### src/rtl/bj_hand_tracker.sv
// -----------------------------------------------------------------------------
// bj_hand_tracker
//   Tracks a single blackjack hand: hard sum, soft-ace state, card count and
//   game state. Produces registered, display-ready digits for the downstream
//   seven-segment driver.
//
// Optional feature:
//   `define BJ_DUP_CHECK_EN  adds a 52-bit used-card mask; a card id already
//                            taken in the current hand is rejected.
//
// Ports:
//   clk          system clock
//   reset        asynchronous, active-low reset
//   card_valid   one-cycle pulse, card_id valid this cycle
//   card_id      card 0..51, rank = card_id mod 13
//   more         hit request level, required to take a card in PLAY
//   stand        one-cycle pulse ending the player's turn
//   new_hand     one-cycle pulse clearing the hand and starting a deal
//   card_accept  one-cycle pulse, card taken
//   card_reject  one-cycle pulse, card refused
//   state        IDLE=0 DEAL1=1 DEAL2=2 PLAY=3 STAND=4 BUST=5 BJ=6
//   total        best hand total 0..31
//   card_count   cards in hand
//   bust         high in BUST
//   blackjack    high in BJ
//   disp_digits  {count hex, status code, tens BCD, ones BCD}
// All outputs are registers; a card event at edge N is reflected after N+1.
// -----------------------------------------------------------------------------
module bj_hand_tracker #(
  parameter int unsigned MAX_CARDS  = 11,
  parameter bit          AUTO_STAND = 1'b1
) (
  input  logic        clk,
  input  logic        reset,
  input  logic        card_valid,
  input  logic [5:0]  card_id,
  input  logic        more,
  input  logic        stand,
  input  logic        new_hand,
  output logic        card_accept,
  output logic        card_reject,
  output logic [2:0]  state,
  output logic [4:0]  total,
  output logic [3:0]  card_count,
  output logic        bust,
  output logic        blackjack,
  output logic [15:0] disp_digits
);

  typedef enum logic [2:0] {
    S_IDLE  = 3'd0,
    S_DEAL1 = 3'd1,
    S_DEAL2 = 3'd2,
    S_PLAY  = 3'd3,
    S_STAND = 3'd4,
    S_BUST  = 3'd5,
    S_BJ    = 3'd6
  } state_e;

  // Soft total: an ace counts 11 only if that does not push the hand past 21.
  function automatic logic [4:0] best_total(input logic [4:0] hard, input logic ace);
    return (ace && hard <= 5'd11) ? hard + 5'd10 : hard;
  endfunction

  function automatic logic [3:0] status_code(input state_e s);
    case (s)
      S_DEAL1, S_DEAL2: return 4'hD;
      S_PLAY:           return 4'hC;
      S_STAND:          return 4'h5;
      S_BUST:           return 4'hB;
      S_BJ:             return 4'hA;
      default:          return 4'h0;
    endcase
  endfunction

  // Total never exceeds 31, so tens is 0..3.
  function automatic logic [7:0] to_bcd(input logic [4:0] t);
    if (t >= 5'd30)      return {4'd3, 4'(t - 5'd30)};
    else if (t >= 5'd20) return {4'd2, 4'(t - 5'd20)};
    else if (t >= 5'd10) return {4'd1, 4'(t - 5'd10)};
    else                 return {4'd0, 4'(t)};
  endfunction

  state_e      state_q, state_d;
  logic [4:0]  hard_q, hard_d;
  logic        ace_q, ace_d;
  logic [4:0]  total_q, total_d;
  logic [3:0]  count_q, count_d;
  logic        accept_q, accept_d;
  logic        reject_q, reject_d;
  logic        bust_q, bust_d;
  logic        bj_q, bj_d;
  logic [15:0] disp_q, disp_d;

  logic [5:0]  rank;
  logic [4:0]  card_val;
  logic [4:0]  new_hard;
  logic        new_ace;
  logic [4:0]  new_total;
  logic [3:0]  new_count;
  logic        dup;
  logic        can_take;

`ifdef BJ_DUP_CHECK_EN
  logic [51:0] used_q, used_d;
  assign dup = (card_id <= 6'd51) && used_q[card_id];
`else
  assign dup = 1'b0;
`endif

  // Rank by repeated subtraction of the suit size; ids above 51 produce a
  // meaningless rank but are always rejected.
  always_comb begin
    // NOTE: every combinational output gets a default first so no path
    // leaves it unassigned, which would infer a latch.
    rank = card_id;
    if (card_id >= 6'd39)      rank = card_id - 6'd39;
    else if (card_id >= 6'd26) rank = card_id - 6'd26;
    else if (card_id >= 6'd13) rank = card_id - 6'd13;

    if (rank == 6'd0)      card_val = 5'd1;
    else if (rank <= 6'd9) card_val = 5'(rank + 6'd1);
    else                   card_val = 5'd10;
  end

  // Hard sum tops out at 31 because cards are only taken from totals <= 21.
  assign new_hard  = 5'({1'b0, hard_q} + {1'b0, card_val});
  assign new_ace   = ace_q | (rank == 6'd0);
  assign new_total = best_total(new_hard, new_ace);
  assign new_count = count_q + 4'd1;

  assign can_take = (card_id <= 6'd51) && (count_q < 4'(MAX_CARDS)) && !dup &&
                    ((state_q == S_DEAL1) || (state_q == S_DEAL2) ||
                     ((state_q == S_PLAY) && more));

  always_comb begin
    state_d  = state_q;
    hard_d   = hard_q;
    ace_d    = ace_q;
    count_d  = count_q;
    accept_d = 1'b0;
    reject_d = 1'b0;
`ifdef BJ_DUP_CHECK_EN
    used_d   = used_q;
`endif

    if (new_hand) begin
      // new_hand outranks any card arriving in the same cycle.
      state_d  = S_DEAL1;
      hard_d   = '0;
      ace_d    = 1'b0;
      count_d  = '0;
      reject_d = card_valid;
`ifdef BJ_DUP_CHECK_EN
      used_d   = '0;
`endif
    end else if ((state_q == S_PLAY) && stand) begin
      state_d  = S_STAND;
      reject_d = card_valid;
    end else if (card_valid) begin
      if (can_take) begin
        accept_d = 1'b1;
        hard_d   = new_hard;
        ace_d    = new_ace;
        count_d  = new_count;
`ifdef BJ_DUP_CHECK_EN
        used_d[card_id] = 1'b1;
`endif
        case (state_q)
          S_DEAL1: state_d = S_DEAL2;
          S_DEAL2: state_d = (new_total == 5'd21) ? S_BJ : S_PLAY;
          S_PLAY: begin
            if (new_total > 5'd21)                      state_d = S_BUST;
            else if (AUTO_STAND && new_total == 5'd21)  state_d = S_STAND;
            else if (new_count == 4'(MAX_CARDS))        state_d = S_STAND;
            else                                        state_d = S_PLAY;
          end
          default: state_d = state_q;
        endcase
      end else begin
        reject_d = 1'b1;
      end
    end

    // Display-side values follow the next state so they land with it.
    total_d = best_total(hard_d, ace_d);
    bust_d  = (state_d == S_BUST);
    bj_d    = (state_d == S_BJ);
    disp_d  = {count_d, status_code(state_d), to_bcd(total_d)};
  end

  always_ff @(posedge clk or negedge reset) begin
    if (!reset) begin
      // NOTE: sequential state uses non-blocking assignments so every register
      // samples the pre-edge values regardless of statement order.
      state_q  <= S_IDLE;
      hard_q   <= '0;
      ace_q    <= 1'b0;
      total_q  <= '0;
      count_q  <= '0;
      accept_q <= 1'b0;
      reject_q <= 1'b0;
      bust_q   <= 1'b0;
      bj_q     <= 1'b0;
      disp_q   <= '0;
    end else begin
      state_q  <= state_d;
      hard_q   <= hard_d;
      ace_q    <= ace_d;
      total_q  <= total_d;
      count_q  <= count_d;
      accept_q <= accept_d;
      reject_q <= reject_d;
      bust_q   <= bust_d;
      bj_q     <= bj_d;
      disp_q   <= disp_d;
    end
  end

`ifdef BJ_DUP_CHECK_EN
  // NOTE: the used-card mask is a plain flop vector, not a RAM, and must start
  // empty after reset, so it carries the async reset like the other state.
  always_ff @(posedge clk or negedge reset) begin
    if (!reset) used_q <= '0;
    else        used_q <= used_d;
  end
`endif

  assign card_accept = accept_q;
  assign card_reject = reject_q;
  assign state       = state_q;
  assign total       = total_q;
  assign card_count  = count_q;
  assign bust        = bust_q;
  assign blackjack   = bj_q;
  assign disp_digits = disp_q;

endmodule

### config.mk
export PLATFORM = sky130hd
export DESIGN_NAME = bj_hand_tracker
export DESIGN_NICKNAME = d
export VERILOG_FILES = /design/src/rtl/bj_hand_tracker.sv
export SDC_FILE = /design/constraint.sdc
export NUM_CORES = 1
export LEC_CHECK = 0
export ABC_AREA = 1
export BUFFER_PORTS_ARGS = -buffer_cell sky130_fd_sc_hd__buf_2
export CORE_ASPECT_RATIO = 1.25
export CORE_MARGIN = 2
export CORE_UTILIZATION = 58
export DETAILED_ROUTE_END_ITERATION = 7
export GPL_TIMING_DRIVEN = 0
export PLACE_DENSITY = 0.81
export REMOVE_ABC_BUFFERS = 1
export SYNTH_ARGS = -nofsm -noshare
export SYNTH_HDL_FRONTEND = slang
export SYNTH_SLANG_ARGS = --single-unit
export TNS_END_PERCENT = 30
### constraint.sdc
create_clock -name clk -period 3.71 [get_ports clk]
set_input_delay 0 -clock clk [delete_from_list [all_inputs] [get_ports clk]]
set_output_delay 0 -clock clk [all_outputs]
set_load 0.02 [all_outputs]
## Yosys cells after proc, flatten, opt, wreduce, memory -nomap -nowiden

Index checks and enable logic that the tools add are counted.

| storage, ports and cells | value |
|---|---|
| register bits | 38 |
| output and inout port bits | 32 |
| logic and storage cells | 95 |

| operators by class | value |
|---|---|
| add/sub/neg operators | 11 |
| order comparisons | 12 |
| eq/ne operators | 11 |
| multiplexer cells | 40 |
| bitwise gates (word level) | 1 |
| reduce and logical (&&, ||, !) cells | 10 |

Operators by type and width:

| cell | count |
|---|---|
| 2-to-1 mux 5 bit | 9 |
| 2-to-1 mux 6 bit | 5 |
| 2-to-1 mux 3 bit | 8 |
| case mux 4 bit (5 select lines) | 1 |
| 2-to-1 mux 4 bit | 4 |
| equality test 3 x 2 -> 1 bit (second input constant) | 4 |
| 2-to-1 mux 1 bit | 12 |
| adder 5 x 4 -> 5 bit (second input constant) | 2 |
| >= comparator 5 bit (second input constant) | 2 |
| less-or-equal comparator 5 x 4 -> 1 bit (second input constant) | 2 |
| equality test 3 bit (second input constant) | 3 |
| case mux 3 bit (3 select lines) | 1 |
| subtractor 4 bit (second input constant) | 2 |
| equality test 3 x 1 -> 1 bit (second input constant) | 2 |
| >= comparator 6 x 4 -> 1 bit (second input constant) | 1 |
| >= comparator 6 x 5 -> 1 bit (second input constant) | 1 |
| >= comparator 6 bit (second input constant) | 1 |
| less-or-equal comparator 6 x 4 -> 1 bit (second input constant) | 1 |
| less-or-equal comparator 6 bit (second input constant) | 1 |
| logical AND 1 bit | 6 |
| zero test 6 bit | 1 |
| subtractor 6 x 4 -> 6 bit (second input constant) | 1 |
| subtractor 6 x 5 -> 6 bit (second input constant) | 1 |
| subtractor 6 bit (second input constant) | 1 |
| other kinds (12) | 13 |

## Logic depth before layout (Yosys ltp)

Gate-level depths: netlist of the first run.

| depth | value |
|---|---|
| depth in word-level cells | 22 |
| depth in mapped cells | 41 |

## Worst setup path after synthesis of the first run

No wires, ideal clock.

| path | value |
|---|---|
| path kind | input to register |
| from | input card_id[0] |
| to | register disp_q[1], in the netlist disp_digits[1] |
| library setup time | 0.117 ns |
| arrival | 4.272 ns |
| data required time | 3.593 ns |
| slack | -0.678 ns |
| stages | 35 |
| cells stage by stage | inv_1 ha_1 nor2_1 nand2_1 a21oi_2 a21o_1 xor2_1 inv_1 ha_1 nand3_1 nand2_1 inv_1 o21ai_0 ha_1 fa_1 xor2_1 inv_1 o22ai_2 inv_1 ha_1 nand3_1 o21ai_1 nand2_1 nand2_2 o21ai_2 inv_2 ha_1 nand2_1 nand2_1 nand2_1 nand2_1 nand2_2 nand2_2 nand2_1 nand2_1 |

| between the ends | value |
|---|---|
| longest elaborated chain between the ends | 19 |

RTL lines:

| item | RTL line | text |
|---|---|---|
| start, declared | 36 | `input logic [5:0] card_id,` |
| subtractor 6 x 4 -> 6 bit or >= comparator 6 x 4 -> 1 bit (tied branches) | 119 | `else if (card_id >= 6'd13) rank = card_id - 6'd13;` |
| 2-to-1 mux 6 bit | 119 |  |
| 2-to-1 mux 6 bit | 118 | `else if (card_id >= 6'd26) rank = card_id - 6'd26;` |
| 2-to-1 mux 6 bit | 117 | `if (card_id >= 6'd39) rank = card_id - 6'd39;` |
| adder 5 x 1 -> 5 bit or less-or-equal comparator 6 x 4 -> 1 bit (tied branches) | 122 | `else if (rank <= 6'd9) card_val = 5'(rank + 6'd1);` |
| 2-to-1 mux 5 bit | 122 |  |
| 2-to-1 mux 5 bit | 121 | `if (rank == 6'd0) card_val = 5'd1;` |
| adder 5 bit | 127 | `assign new_hard = 5'({1'b0, hard_q} + {1'b0, card_val});` |
| [... 4 more ...] | - |  |
| net hard_d[2] | 85 | `logic [4:0] hard_q, hard_d;` |
| [... 1 more ...] | - |  |
| logical AND 1 bit | 62 | `return (ace && hard <= 5'd11) ? hard + 5'd10 : hard;` |
| 2-to-1 mux 5 bit * | 62 |  |
| net total_d[2] | 87 | `logic [4:0] total_q, total_d;` |
| >= comparator 5 x 4 -> 1 bit | 80 | `else if (t >= 5'd10) return {4'd1, 4'(t - 5'd10)};` |
| 2-to-1 mux 5 bit | 80 |  |
| 2-to-1 mux 6 bit | 79 | `else if (t >= 5'd20) return {4'd2, 4'(t - 5'd20)};` |
| 2-to-1 mux 6 bit * | 78 | `if (t >= 5'd30) return {4'd3, 4'(t - 5'd30)};` |
| net disp_d[1] | 93 | `logic [15:0] disp_q, disp_d;` |
| end signal, assigned | 216 | `disp_q <= disp_d;` |
| end, declared | 93 |  |

The timed path passes the listed nets; every way through them passes the cells marked *.

## Worst setup path in the final report of the first run

| path | value |
|---|---|
| from | input card_id[1] |
| to | register disp_q[3], in the netlist disp_digits[3] |

| between the ends | value |
|---|---|
| longest elaborated chain between the ends | 19 |

RTL lines:

| item | RTL line |
|---|---|
| subtractor 6 x 4 -> 6 bit or >= comparator 6 x 4 -> 1 bit (tied branches) | 119 |
| 2-to-1 mux 6 bit | 119 |
| 2-to-1 mux 6 bit | 118 |
| 2-to-1 mux 6 bit | 117 |
| adder 5 x 1 -> 5 bit or less-or-equal comparator 6 x 4 -> 1 bit (tied branches) | 122 |
| 2-to-1 mux 5 bit | 122 |
| 2-to-1 mux 5 bit | 121 |
| adder 5 bit | 127 |
| [... 4 more ...] | - |
| net hard_d[3] | 85 |
| [... 1 more ...] | - |
| logical AND 1 bit * | 62 |
| 2-to-1 mux 5 bit * | 62 |
| net total_d[2] | 87 |
| subtractor 4 bit or >= comparator 5 x 4 -> 1 bit (tied branches) | 80 |
| 2-to-1 mux 5 bit | 80 |
| 2-to-1 mux 6 bit | 79 |
| 2-to-1 mux 6 bit * | 78 |
| net disp_d[3] | 93 |

Marked as above.

==> impl_metrics.tcl, run 1 <==
set metrics [dict create \
    clk_latency_ps 290 \
    layout-drive-gt1-share_pct 55.70 \
    grt_setup_unrepaired "true" \
    synthesis.area_sq_um 2803 \
    syn2layout_area_growth_pct 50.71 \
    dr.pass1.iters 5 \
    final_common_cell "nand2_1" \
    num_vias 3275 \
    yosysWarnings 0 \
    gr-total-overflow 0 \
    crit_fanout 7 \
    syn_inst 376 \
    start_kind "input pin" \
    grt_pass1_wl_um 12550 \
    relSlewSlack_pct 53.47 \
    synth_cell_types 40 \
    status "finished with violations" \
    die_h_um 81.72 \
    crit_type "input pin to flip-flop" \
    clockRootBuffer "clkbuf_8" \
    cp.arrival_ps 4830 \
    instances_no_fill 534 \
    via_per_inst 6.133 \
    finalCritPeriodShare_pct 125.9 \
    grt_pass1_vias 2870 \
    end_kind "flip-flop" \
    clk_path_buf_depth 2 \
    worst-r2r-setup-slack_ps -150 \
    hold_viol_final 0 \
    dp_cells 469 \
    max_freq_mhz 214.1 \
    die_width_um 66.18 \
    power_mw 1.911 \
    slew_violations 0 \
    rows 28 \
    vdd_drop_max_mv 0.3678 \
    internal-power_mw 1.002 \
    finalWirelength_um 10810 \
    min_to "ace_q" \
    max_stage_delay_ps 280 \
    leakagePower_nw 2.187 \
    timing.rr.end "disp_digits[3]" \
    synth_flop_cell "dfrtp_1" \
    setup_tns_ps -12970 \
    critPathRequiredTime_ps 3870 \
    cts_tree "done" \
    hold_class "input pin to flip-flop" \
    violations "negative setup slack" \
    setup_viol 18 \
    r2r-start "card_count[0]" \
    grt_max_degree 31 \
    hpwlAfterDp_um 4334 \
    startpoint "card_id[1]" \
    switchingPower_mw 0.9091 \
    cp_slowest_cell "ha_1" \
    combPwrFrac_pct 64.9 \
    die-area_sq_um 5408 \
    drt-initial-drc-count 308 \
    reg2regPathDepth 23 \
    multi_input_area_sq_um 2355 \
    antenna_left 0 \
    num_io_pins 44 \
    cts_sinks 30 \
    power_switching_share_pct 47.57 \
    powerDensity_nw_per_um2 452.4 \
    fin_util_pct 89.98 \
    synth_edf_count 0 \
    layout_common_cells "nand2_1 (58), buf_4 (49), buf_2 (39)" \
    critical_path.most_common_cell "nand2_1" \
    nFillCells 190 \
    portBuffers 41 \
    setup_ws_ps -961.0 \
    synth_seq_cells 30 \
    clockPowerShare_pct 13.5 \
    final_net_count 513 \
    grt_usage_pct 29.82 \
    fin_hold_ws_ps 74.00 \
    path_clk_slew_ps 70 \
    register_area_sq_um 750.7 \
    fin_skew_ps 7.356 \
    core_area_sq_um 4695 \
    wl_per_cell_um 20.25 \
    n_antenna_cell 0 \
    ys_async_sr_fraction_pct 100.0 \
    min_path_cells 3 \
    cap_viol_max_count 0 \
    ys_seq_area_share_pct 26.79 \
    htree_levels 2 \
    syn_avg_cell_area_sq_um 7.454 \
    period_minus_slack_ps 4671 \
    start_util_pct 59.70 \
    drt_drc_violations_left 0 \
    worst_pin_slew_ps 697.9 \
    place_congestion 0.8412 \
    p_seq_share_pct 21.5 \
    min_from "new_hand" \
    cts-buffers-inserted 5 \
    antenna_found_initial 0 \
]
synthesized netlist by cell type (all sizes together), types with 4 or more instances:
cell type	instances	share of area, %
nand3	37	7.8
a21oi	12	2.8
ha	26	12
buf	9	2.4
dfrtp	30	27
o22ai	6	3.0
inv	57	7.8
nor2	32	5.6
xor2	9	3.5
nand2	116	19
xnor2	4	1.5
o21ai	22	4.2
per-layer routing:
layer  track usage (%)  routed length, um
met2             54.20               5433
met5                 0                  0
met3             4.932                737
met4             16.33                838
met1             32.67               3803
final cells by class:
class	instances	share of cell area, %
sequential	30	17.77
clock buffer	5	1.629
inverter	57	6.013
multi-input combinational	281	55.75
timing repair buffer	99	16.82
clock inverter	2	0.2370
tap	60	1.777
cell families (layout without fill, tap and decap cells):
family,after synthesis,in the layout,share of synthesized area (%)
buf+inv,66,163,10.22
flops,30,30,26.79
other cells,1,2,0.1338
fa+ha+maj,27,27,12.32
compound gates,46,46,11.70
simple gates,193,193,33.84
xor+xnor,13,13,5.001
state kept, by name, summed over array words and instances, names as in the netlist:
register     count
blackjack        1
total            5
card_accept      1
disp_digits     10
state            3
ace_q            1
bust             1
card_reject      1
hard_q           4
card_count       3
per-stage QoR:
| stage | setup WS [ps] | area [sq um] |
|---|---|---|
| finish | -961.0 | 4224 |
| global route | -1108 | 4224 |
| CTS | -495.3 | 3692 |
| detailed placement | -1548 | 3019 |
| global placement | -1441 | 3019 |
| floorplan | -678.4 | 2739 |
worst max-delay path, delay by kind of cell:
kind	cells	cell delay, ps
simple gates	22	2240
buf+inv	8	860
compound gates	4	850
fa+ha+maj	3	640
xor+xnor	1	220
power by group through the flow:
stage | logic, mW | clock network [mW] | registers, mW
floorplan | 0.479 | 0 | 0.469
global placement | 0.675 | 0 | 0.409
detailed placement | 0.694 | 0 | 0.410
CTS | 0.925 | 0.248 | 0.404
global route | 1.30 | 0.267 | 0.415
finish | 1.24 | 0.259 | 0.411
timing repair:
item,CTS,global route
hold buffers,2,0
hold endpoints to repair,31,0
setup buffers,35,22
pin swaps,52,60
gates resized for setup,80,90
endpoints found under the setup margin,18,18
how the worst max path moves through the flow:
stage | endpoint | slack, ps | depth (start not counted)
after CTS | disp_digits[9] | -500 | 37
after floorplan | disp_digits[1] | -680 | 35
after detailed placement | disp_digits[1] | -1550 | 38
after global placement | disp_digits[2] | -1440 | 36
after global routing | disp_digits[1] | -1110 | 40
final | disp_digits[3] | -960 | 38
(Power assumes the default switching activity.)
==> inputs of run 2 (changes only) <==
--- a/config.mk
+++ b/config.mk
@@ -7,7 +7,6 @@
 export LEC_CHECK = 0
 export ABC_AREA = 1
 export BUFFER_PORTS_ARGS = -buffer_cell sky130_fd_sc_hd__buf_2
-export CORE_ASPECT_RATIO = 1.25
 export CORE_MARGIN = 2
 export CORE_UTILIZATION = 58
 export DETAILED_ROUTE_END_ITERATION = 7
==> impl_metrics.tcl, run 2 (synthesis gave the netlist of run 1 again) <==
set metrics [dict create \
    largest_register_ffs 10 \
    clk_path_buf_depth 2 \
    timing.rr.end "disp_digits[1]" \
    via_per_inst 5.854 \
    start_kind "input pin" \
    setup_viol 18 \
    hold_viol_final 0 \
    max_stage_delay_ps 370 \
    fin_util_pct 84.91 \
    layout_common_cells "nand2_1 (61), buf_2 (39), nand2_2 (36)" \
    period_minus_slack_ps 4450 \
    rows 25 \
    drt_drc_violations_left 0 \
    finalWirelength_um 8965 \
    wl_per_cell_um 17.41 \
    gr-total-overflow 0 \
    power_mw 1.794 \
    grt_pass1_vias 2700 \
    status "finished with violations" \
    place_congestion 0.9210 \
    antenna_left 0 \
    clockRootBuffer "clkbuf_8" \
    crit_type "input pin to flip-flop" \
    final_net_count 499 \
    portBuffers 41 \
    dr.pass1.iters 5 \
    cts_sinks 30 \
    cp_slowest_cell "fa_2" \
    path_clk_slew_ps 60 \
    placed_area_sq_um 3012 \
    powerDensity_nw_per_um2 450.4 \
    cts-buffers-inserted 5 \
    end_kind "flip-flop" \
    antenna_found_initial 0 \
    hpwlAfterDp_um 4297 \
    worst_pin_slew_ps 676.9 \
    start_util_pct 59.73 \
    cts_tree "done" \
    fin_area_sq_um 3984 \
    reg2regPathDepth 23 \
    hold_class "input pin to flip-flop" \
    num_vias 3015 \
    die_h_um 73.52 \
    setup_ws_ps -740.3 \
    slew_violations 0 \
    max_freq_mhz 224.7 \
    dp_cells 463 \
    layout-drive-gt1-share_pct 51.84 \
    num_io_pins 44 \
    startpoint "card_id[1]" \
    critical_path.most_common_cell "nand2_2" \
    n_antenna_cell 0 \
    final_common_cell "nand2_1" \
    critPathRequiredTime_ps 3900 \
    die-area_sq_um 5404 \
    syn2layout_area_growth_pct 42.14 \
    clk_latency_ps 300 \
    grt_pass1_wl_um 11930 \
    cp-endpoint "disp_digits[1]" \
    vdd_drop_max_mv 0.3157 \
    violations "negative setup slack" \
    r2r-start "card_count[0]" \
    finalCritPeriodShare_pct 120.0 \
    instances_no_fill 515 \
    cap_viol_max_count 0 \
    relSlewSlack_pct 54.87 \
    dp_slack_ps -1563 \
    fin_skew_ps 5.173 \
    grt_usage_pct 28.43 \
    htree_levels 2 \
    worst-r2r-setup-slack_ps 30 \
    leakagePower_nw 2.076 \
    grt_setup_unrepaired "true" \
    crit_fanout 6 \
    die_width_um 73.52 \
    core_area_sq_um 4692 \
    drt-initial-drc-count 242 \
    cp.arrival_ps 4640 \
    grt_max_degree 31 \
]
-- run 2: worst min path at each step --
stage | start | end | slack (ps) | cells past startpoint
after global routing | new_hand | ace_q | 80 | 3
final | card_valid | state[1] | 60 | 4
after global placement | reset | disp_digits[10] | 60 | 1
after floorplan | reset | ace_q | -300 | 0
after CTS | card_valid | state[1] | 40 | 4
after detailed placement | reset | disp_digits[10] | 60 | 1
-- run 2: what timing repair did --
action | in CTS | in global routing
gates resized for setup | 89 | 59
hold endpoints to repair | 31 | 0
pin swaps | 47 | 42
setup buffers | 24 | 18
endpoints found under the setup margin | 18 | 18
hold buffers | 2 | 0
-- run 2: layout make-up --
cell class / instances / area [sq um]
Inverter: 57 / 246.5
Fill cell: 240 / 708.2
Sequential cell: 30 / 750.7
Tap cell: 54 / 67.56
Clock inverter: 1 / 5.005
Multi-Input combinational cell: 281 / 2223
Clock buffer: 7 / 86.33
Timing Repair Buffer: 85 / 604.3
-- run 2: through the flow --
stage	setup TNS [ps]	hold WS, ps
6_report	-7920	62.11
5_1_grt	-12370	83.35
4_1_cts	-5349	44.11
3_5_place_dp	-20740	59.61
3_3_place_gp	-19080	61.37
2_1_floorplan	-6136	-295.6
-- run 2: power breakdown --
group | switching, mW | total, mW | internal (mW)
clock | 0.134 | 0.283 | 0.149
combinational | 0.667 | 1.10 | 0.438
sequential | 0.0292 | 0.407 | 0.377
total | 0.830 | 1.79 | 0.965
-- run 2: routing by layer --
layer	vias to the layer above	routed length (um)	GRT usage [%]
met3	39	568	6.996
li1	1357	-	-
met5	-	0	0
met4	0	422	11.52
met2	167	4712	50.99
met1	1452	3261	31.93
-- run 2: worst max-delay path: cells and delay by family --
family | cells | cell delay [ps]
compound gates | 9 | 1350
simple gates | 16 | 1230
fa+ha+maj | 5 | 1090
buf+inv | 6 | 530
xor+xnor | 2 | 410
==> inputs of run 3 (changes only) <==
--- a/config.mk
+++ b/config.mk
@@ -8,10 +8,10 @@
 export ABC_AREA = 1
 export BUFFER_PORTS_ARGS = -buffer_cell sky130_fd_sc_hd__buf_2
 export CORE_MARGIN = 2
-export CORE_UTILIZATION = 58
+export CORE_UTILIZATION = 45
 export DETAILED_ROUTE_END_ITERATION = 7
 export GPL_TIMING_DRIVEN = 0
-export PLACE_DENSITY = 0.81
+export PLACE_DENSITY = 0.66
 export REMOVE_ABC_BUFFERS = 1
 export SYNTH_ARGS = -nofsm -noshare
 export SYNTH_HDL_FRONTEND = slang
==> impl_metrics.tcl, run 3 (synthesis gave the netlist of run 1 again) <==
set metrics [dict create \
    die-area_sq_um 6876 \
    crit_type "input pin to flip-flop" \
    fin_skew_ps 5.881 \
    timing.rr.end "disp_digits[1]" \
    hold_viol_final 0 \
    layout-drive-gt1-share_pct 52.67 \
    cts_sinks 30 \
    setup_viol 16 \
    period_minus_slack_ps 4182 \
    n_antenna_cell 0 \
    drt-initial-drc-count 141 \
    grt_setup_unrepaired "true" \
    cts-buffers-inserted 5 \
    via_per_inst 5.208 \
    syn2layout_area_growth_pct 45.58 \
    antenna_left 0 \
    power_switching_share_pct 43.14 \
    violations "negative setup slack" \
    r2r-start "card_count[1]" \
    setup_ws_ps -472.1 \
    clk_path_buf_depth 2 \
    fin_util_pct 68.51 \
    clockRootBuffer "clkbuf_8" \
    reg2regPathDepth 23 \
    internal-power_mw 1.029 \
    max_stage_delay_ps 310 \
    path_clk_slew_ps 70 \
    finalCritPeriodShare_pct 112.7 \
    max_freq_mhz 239.1 \
    grt_max_degree 31 \
    leakagePower_nw 2.147 \
    start_util_pct 47.06 \
    p_seq_share_pct 22.2 \
    place_congestion 0.8894 \
    crit_fanout 7 \
    layout_common_cells "nand2_1 (59), buf_4 (42), buf_2 (39)" \
    cp_slowest_cell "ha_1" \
    cts_tree "done" \
    wl_per_cell_um 14.41 \
    num_vias 2833 \
    worst-r2r-setup-slack_ps 290 \
    rows 28 \
    vdd_drop_max_mv 0.3592 \
    critical_path.most_common_cell "nand2_4" \
    dp_slack_ps -1583 \
    gr-total-overflow 0 \
    status "finished with violations" \
    start_kind "input pin" \
    clockPowerShare_pct 18.0 \
    min_from "card_valid" \
    die_width_um 82.92 \
    cp.arrival_ps 4350 \
    min_path_cells 3 \
    drt_drc_violations_left 0 \
    startpoint "card_id[0]" \
    antenna_found_initial 0 \
    final_common_cell "nand2_1" \
    hold_class "input pin to flip-flop" \
    portBuffers 41 \
    worst_pin_slew_ps 683.9 \
    end_kind "flip-flop" \
    relSlewSlack_pct 54.40 \
    largest_register_ffs 10 \
    grt_pass1_wl_um 12250 \
    dr.pass1.iters 6 \
    htree_levels 2 \
    finalWirelength_um 7837 \
    hpwlAfterDp_um 4418 \
    min_to "card_reject" \
    final_net_count 507 \
    combPwrFrac_pct 59.8 \
    grt_usage_pct 21.14 \
    cap_viol_max_count 0 \
    num_io_pins 44 \
    powerDensity_nw_per_um2 443.6 \
    critPathRequiredTime_ps 3870 \
    clk_latency_ps 280 \
    grt_pass1_vias 2760 \
    slew_violations 0 \
    switchingPower_mw 0.7809 \
    core_area_sq_um 5956 \
    die_h_um 82.92 \
]
[run 3: how the worst max path moves through the flow]
stage                                  to  cells past startpoint  slack (ps)
after CTS                 disp_digits[10]                     37        -440
after detailed placement   disp_digits[1]                     38       -1580
final                      disp_digits[3]                     32        -470
after global routing       disp_digits[1]                     34        -750
after floorplan            disp_digits[1]                     35        -680
after global placement     disp_digits[1]                     36       -1530
[run 3: per-layer routing]
metal	wire length (um)	global-route usage (%)
met5	0	0
met4	284	7.303
met3	335	4.076
met2	4196	39.08
met1	3020	24.13
[run 3: power groups by stage]
stage,clock network [mW],registers (mW),logic [mW]
final,0.325,0.403,1.08
after global routing,0.350,0.410,1.17
after CTS,0.330,0.402,0.921
after detailed placement,0,0.409,0.692
after global placement,0,0.407,0.683
after floorplan,0,0.469,0.479
[run 3: what timing repair did]
action,in CTS,in global routing
setup endpoints to repair,18,18
buffers inserted,37,14
hold buffers,1,0
hold endpoints to repair,30,0
resized for setup,85,60
pin swaps,46,47
[run 3: stage by stage]
stage	area [sq um]	setup TNS (ps)	cells	power [mW]	hold WS, ps
final	4080	-4640	544	1.810	6.097
after global routing	4080	-9630	544	1.934	11.76
after CTS	3757	-4512	530	1.654	0.1419
after detailed placement	3038	-21350	484	1.101	73.82
after global placement	3038	-20070	484	1.090	62.12
after floorplan	2739	-6136	368	0.9476	-295.6
[run 3: layout make-up]
| type | instances | area [sq um] |
|---|---|---|
| Clock buffer | 5 | 68.82 |
| Multi-Input combinational cell | 281 | 2212 |
| Inverter | 57 | 244.0 |
| Fill cell | 451 | 1876 |
| Tap cell | 75 | 93.84 |
| Clock inverter | 3 | 40.04 |
| Timing Repair Buffer | 93 | 670.6 |
| Sequential cell | 30 | 750.7 |
[run 3: worst max-delay path: cells and delay by family]
family                     cells  cell delay, ps
AOI/OAI and AO/OA              6            1020
xor gates and xnor gates       1             190
adders and majority gates      4             860
buffers and inverters          5             550
and+or+nand+nor               16            1710
